### src/rtl/cache_types.sv
// Cache-wide constants (cache_consts: LLC_WAYS, INVALID, overridable on the command line)
// and the LLC field types shared by the tag pipeline.
`ifndef LLC_WAYS
`define LLC_WAYS 16
`endif
`ifndef INVALID
`define INVALID 0
`endif

package cache_types;
    localparam int LLC_WAYS = `LLC_WAYS;

    typedef logic [15:0]                   llc_tag_t;
    typedef logic [2:0]                    llc_state_t;
    typedef logic [$clog2(LLC_WAYS)-1:0]   llc_way_t;

    localparam llc_state_t LLC_INVALID = llc_state_t'(`INVALID);
endpackage

### src/rtl/llc_victim_sel_pkg.sv
// Shared definitions for the LLC victim selector: FSM states and scan constants.
package llc_victim_sel_pkg;
    import cache_types::*;

    typedef enum logic [1:0] {
        ST_IDLE = 2'd0,
        ST_SCAN = 2'd1,
        ST_DONE = 2'd2
    } vsel_state_e;

    localparam llc_way_t LAST_WAY = llc_way_t'(LLC_WAYS - 1);
endpackage

### src/rtl/llc_way_cmp.sv
// Single-way classifier: flags a tag hit on a valid line, or an empty way.
// Purely combinational, no flow control.
module llc_way_cmp
    import cache_types::*;
(
    input  llc_tag_t   way_tag,
    input  llc_state_t way_state,
    input  llc_tag_t   req_tag,
    output logic       way_hit,
    output logic       way_inv
);
    assign way_inv = (way_state == LLC_INVALID);
    assign way_hit = !way_inv && (way_tag == req_tag);
endmodule

### src/rtl/llc_victim_sel.sv
// LLC victim selector: scans one way per cycle, picks hit > first invalid > round-robin victim.
// Latency start->done is LLC_WAYS+1, or hit_index+2 with LLC_VICTIM_EARLY_EXIT_EN; start while busy is dropped.
module llc_victim_sel
    import cache_types::*;
    import llc_victim_sel_pkg::*;
(
    input  logic       clk,
    input  logic       rst,
    input  logic       rst_state,
    input  logic       start,
    input  llc_tag_t   req_tag,
    input  llc_tag_t   tags_buf   [LLC_WAYS],
    input  llc_state_t states_buf [LLC_WAYS],
    input  llc_way_t   evict_way_buf,
    output logic       busy,
    output logic       done,
    output logic       hit,
    output llc_way_t   way,
    output logic       evict,
    output logic       incr_evict_way_buf
);
`ifdef LLC_VICTIM_EARLY_EXIT_EN
    localparam bit EARLY_EXIT = 1'b1;
`else
    localparam bit EARLY_EXIT = 1'b0;
`endif

    vsel_state_e state_q, state_d;
    llc_way_t    cnt_q, cnt_d;
    logic        hit_q, hit_d;
    llc_way_t    hit_way_q, hit_way_d;
    logic        inv_q, inv_d;
    llc_way_t    inv_way_q, inv_way_d;
    llc_way_t    way_q, way_d;
    logic        evict_q, evict_d;

    logic        cur_hit, cur_inv;
    logic        scan_hit, scan_inv;
    llc_way_t    scan_hit_way, scan_inv_way;

    llc_way_cmp u_way_cmp (
        .way_tag   (tags_buf[cnt_q]),
        .way_state (states_buf[cnt_q]),
        .req_tag   (req_tag),
        .way_hit   (cur_hit),
        .way_inv   (cur_inv)
    );

    // First hit and first invalid way win; later matches never overwrite them.
    assign scan_hit     = hit_q || cur_hit;
    assign scan_hit_way = hit_q ? hit_way_q : cnt_q;
    assign scan_inv     = inv_q || cur_inv;
    assign scan_inv_way = inv_q ? inv_way_q : cnt_q;

    always_comb begin
        state_d   = state_q;
        cnt_d     = cnt_q;
        hit_d     = hit_q;
        hit_way_d = hit_way_q;
        inv_d     = inv_q;
        inv_way_d = inv_way_q;
        way_d     = way_q;
        evict_d   = evict_q;
        if (rst_state) begin
            state_d   = ST_IDLE;
            cnt_d     = '0;
            hit_d     = 1'b0;
            hit_way_d = '0;
            inv_d     = 1'b0;
            inv_way_d = '0;
            way_d     = '0;
            evict_d   = 1'b0;
        end else begin
            case (state_q)
                ST_IDLE: begin
                    if (start) begin
                        state_d   = ST_SCAN;
                        cnt_d     = '0;
                        hit_d     = 1'b0;
                        hit_way_d = '0;
                        inv_d     = 1'b0;
                        inv_way_d = '0;
                        way_d     = '0;
                        evict_d   = 1'b0;
                    end
                end
                ST_SCAN: begin
                    cnt_d     = cnt_q + llc_way_t'(1);
                    hit_d     = scan_hit;
                    hit_way_d = scan_hit_way;
                    inv_d     = scan_inv;
                    inv_way_d = scan_inv_way;
                    if ((cnt_q == LAST_WAY) || (EARLY_EXIT && cur_hit)) begin
                        state_d = ST_DONE;
                        way_d   = scan_hit ? scan_hit_way :
                                  scan_inv ? scan_inv_way : evict_way_buf;
                        evict_d = !scan_hit && !scan_inv;
                    end
                end
                ST_DONE: state_d = ST_IDLE;
                default: state_d = ST_IDLE;
            endcase
        end
    end

    always_ff @(posedge clk or negedge rst) begin
        if (!rst) begin
            state_q   <= ST_IDLE;
            cnt_q     <= '0;
            hit_q     <= 1'b0;
            hit_way_q <= '0;
            inv_q     <= 1'b0;
            inv_way_q <= '0;
            way_q     <= '0;
            evict_q   <= 1'b0;
        end else begin
            state_q   <= state_d;
            cnt_q     <= cnt_d;
            hit_q     <= hit_d;
            hit_way_q <= hit_way_d;
            inv_q     <= inv_d;
            inv_way_q <= inv_way_d;
            way_q     <= way_d;
            evict_q   <= evict_d;
        end
    end

    assign busy               = (state_q != ST_IDLE);
    assign done               = (state_q == ST_DONE);
    assign hit                = hit_q;
    assign way                = way_q;
    assign evict              = evict_q;
    assign incr_evict_way_buf = done && evict_q;
endmodule

### config.mk
export PLATFORM = sky130hd
export DESIGN_NAME = llc_victim_sel
export DESIGN_NICKNAME = d
export VERILOG_FILES = /design/src/rtl/cache_types.sv /design/src/rtl/llc_victim_sel_pkg.sv /design/src/rtl/llc_way_cmp.sv /design/src/rtl/llc_victim_sel.sv
export SDC_FILE = /design/constraint.sdc
export NUM_CORES = 1
export LEC_CHECK = 0
export ABC_CLOCK_PERIOD_IN_PS = 3900
export CAP_MARGIN = 0
export CORE_AREA = 2 2 132 134
export DETAILED_ROUTE_END_ITERATION = 7
export DIE_AREA = 0 0 134 136
export PLACE_DENSITY = 0.65
export SETUP_SLACK_MARGIN = 0.1
export SYNTH_ARGS = -nofsm -noshare
export SYNTH_HDL_FRONTEND = slang
export SYNTH_HIERARCHICAL = 1
export SYNTH_SLANG_ARGS = --single-unit
### constraint.sdc
create_clock -name clk -period 3.9 [get_ports clk]
set_input_delay 0.39 -clock clk [delete_from_list [all_inputs] [get_ports clk]]
set_output_delay 0.39 -clock clk [all_outputs]
set_load 0.05 [all_outputs]
==> flow_metrics.tcl <==
set metrics [dict create \
    cts_tree "built" \
    hold_viol 0 \
    crit_type "reg -> reg" \
    p_leak_nw 2.58 \
    synth_top_area_share_pct 37.8 \
    viasPerCell 5.12 \
    die_w_um 134 \
    design_area_um2 7370 \
    cp_num_buf_inv 1 \
    drive_gt1_share_pct 16.1 \
    timing.fmax_mhz 283 \
    nFillCells 1567 \
    synth.distinct_cells 39 \
    hold_class "reg -> reg" \
    ys.flop_type "dfrtp_1" \
    grt_max_degree 36 \
    ir_drop_mv 0.139 \
    worstSetupStartpointType "flip-flop" \
    gp_congestion 1.00 \
    port_buffers 336 \
    maxCapViolCount 0 \
    power.density_nw_per_um2 149 \
    firstDrtPassIters 4 \
    yosys-top-cells-count "mux4_2 (60), a22oi_1 (40), nand2_1 (27), dfrtp_1 (21)" \
    cts-buffers-inserted 3 \
    drv_slew 0 \
    clkPwrFrac_pct 20.0 \
    dpl.cell_count 836 \
    dpl-instance-area_um2 7240 \
    path_cells "buf_4, mux4_1, a22oi_1, nand2_1, xor2_1, nor4_2, nand4_1, nor3_4, nand3b_1, a2111oi_1, a221o_1" \
    end_kind "flip-flop" \
    syn_nets 617 \
    vias 4329 \
    drt_wl_total_um 20100 \
    fin_hold_ws_ns 0.506 \
    dp_hpwl_um 16900 \
    synth_cells 288 \
    antenna_left 0 \
    die_area_um2 18200 \
    seq_area_frac_synth_pct 14.7 \
    hold_buffers 0 \
    nNetsFinal 945 \
    fin_crit_sh_pct 90.6 \
    avgSynthCellArea_um2 12.4 \
    drtIter0Drc 173 \
    worstSkewPairLatency_ns 0.26 \
    swShare_pct 25.2 \
    drcViolationCount 0 \
    worst_pin_slew_ns 0.931 \
    die_y_um 136 \
    finish.utilization_pct 43.7 \
    grt-ovfl-total 0 \
    required_ns 4.10 \
    synth_most_common_cell "mux4_2" \
    antenna_found_initial 6 \
    period_needed_ns 3.53 \
    grt_pass1_vias 4647 \
    crit_slowest_cell "mux4_1" \
    combPwrFrac_pct 59.2 \
    cp_max_fo 10 \
    start_util_pct 21.2 \
    seqPwrFrac_pct 20.7 \
    grt_pass1_wl_um 28800 \
    cts_buffer_depth 2 \
    final-setup-viol-count 0 \
    cts.clk_slew.worst_paths_ns 0.06 \
    clock_skew_ns 0.00559 \
    ys_ff_latch 21 \
    postCtsSetupBuffers 0 \
    yosysTopAreaCell "mux4_2" \
    cp_top_family "simple AND/OR/NAND/NOR gates" \
    grt_usage_pct 21.1 \
    row_count 48 \
    relSlewSlack_pct 37.7 \
    grt_setup_unrepaired "false" \
    ioPinCount 337 \
    synth_area_leaders "mux4_2 (38%), dfrtp_1 (15%), mux4_1 (12%)" \
    synth_edf_count 0 \
    critical-path-max-stage-delay_ns 0.57 \
    yosysWarningCount 6 \
    status "complete, no violations" \
    fin_cells 845 \
    cts.sinks 21 \
    root_buffer "clkbuf_16" \
    fin_tns_setup_ns 0 \
    async_flop_share_pct 100 \
    synth.cell_area_um2 3570 \
    htree_levels 1 \
    coreArea_um2 16900 \
    cp_data_arrival_time_ns 3.73 \
    syn_to_final_growth_pct 106 \
    p_sw_uw 278 \
    internal_power_uw 822 \
    drt-wirelength-per-cell_um 23.8 \
]
cell usage in the layout (no fill, tap or decap), types with 5 or more instances in the layout:
master / n
mux4_2: 60
nand2_1: 27
dfrtp_1: 18
o22ai_1: 6
xor2_1: 16
buf_4: 15
o21ai_0: 6
diode_2: 5
a22o_1: 9
clkdlybuf4s50_1: 336
mux2i_1: 5
a22oi_1: 40
mux4_1: 16
metrics by stage:
stage | worst slack [ns] | total power [mW]
floorplan | 0.972 | 0.487
global placement | 0.225 | 0.875
detailed placement | 0.0950 | 0.882
CTS | 0.108 | 1.11
global route | 0.107 | 1.15
finish | 0.368 | 1.10
power groups by stage:
stage               sequential (mW)  combinational, mW  clock, mW
CTS                           0.228              0.655      0.223
floorplan                     0.227              0.260          0
detailed placement            0.232              0.650          0
global route                  0.229              0.691      0.232
global placement              0.232              0.643          0
finish                        0.228              0.651      0.220
final timing paths:
| kind | start | endpoint | slack [ns] | cells past startpoint |
|---|---|---|---|---|
| max | cnt_q[0]$_DFFE_PN0P_ | way[3]$_DFFE_PN0P_ | 0.37 | 11 |
| min reg2reg | inv_way_q[1]$_DFFE_PN0P_ | inv_way_q[1]$_DFFE_PN0P_ | 0.51 | 1 |
| min in group asynchronous | rst | evict$_DFFE_PN0P_ | 0.65 | 1 |
| min | inv_way_q[1]$_DFFE_PN0P_ | inv_way_q[1]$_DFFE_PN0P_ | 0.51 | 1 |
| max in group asynchronous | rst | cnt_q[1]$_DFFE_PN0P_ | 2.56 | 1 |
| max reg2reg | cnt_q[0]$_DFFE_PN0P_ | way[3]$_DFFE_PN0P_ | 0.37 | 11 |
logic make-up after synthesis:
| group | synth area share (%) |
|---|---|
| DFF | 14.7 |
| buffers and inverters | 5.85 |
| muxes | 51.0 |
| and+or+nand+nor | 8.55 |
| xor gates and xnor gates | 3.92 |
| AOI/OAI and AO/OA | 15.6 |
| adders and majority gates | 0.350 |
worst reg2reg max path, cell delays in order, from the launching register on:
cell and delay [ns]:
dfrtp_4 0.45, buf_4 0.25, mux4_1 0.58, a22oi_1 0.23
nand2_1 0.18, xor2_1 0.22, nor4_2 0.30, nand4_1 0.23
nor3_4 0.28, nand3b_1 0.12, a2111oi_1 0.46, a221o_1 0.18
cell type report:
cell class | count | area (um^2) | share of cell area (%)
flip-flops and latches | 21 | 534 | 7.25
well taps | 225 | 282 | 3.82
clock inverters | 1 | 5.00 | 0.0679
diodes | 5 | 12.5 | 0.170
multi-input cells | 230 | 2880 | 39.0
clock buffers | 3 | 75.1 | 1.02
repair buffers | 356 | 3570 | 48.4
inverters | 4 | 15.0 | 0.204
sequential cells by signal, summed over array words and instances, names as in the netlist:
| signal | count |
|---|---|
| state_q | 2 |
| evict | 1 |
| inv_way_q | 4 |
| hit | 1 |
| inv_q | 1 |
| hit_way_q | 4 |
| cnt_q | 4 |
| way | 4 |
timing repair:
item,CTS,global route
resized for setup,1,10
pin swaps,0,2
endpoints found under the setup margin,1,4
per-layer routing:
| metal | global-route usage, % | vias to the layer above | wire, um | share of wire [%] |
|---|---|---|---|---|
| li1 | - | 1919 | - | - |
| met1 | 25.5 | 2128 | 7530 | 37 |
| met2 | 37.1 | 239 | 10100 | 50 |
| met3 | 5.11 | 41 | 1740 | 8.7 |
| met4 | 6.74 | 2 | 719 | 3.6 |
| met5 | 0 | - | 13 | 0.065 |
(Power assumes the default switching activity.)
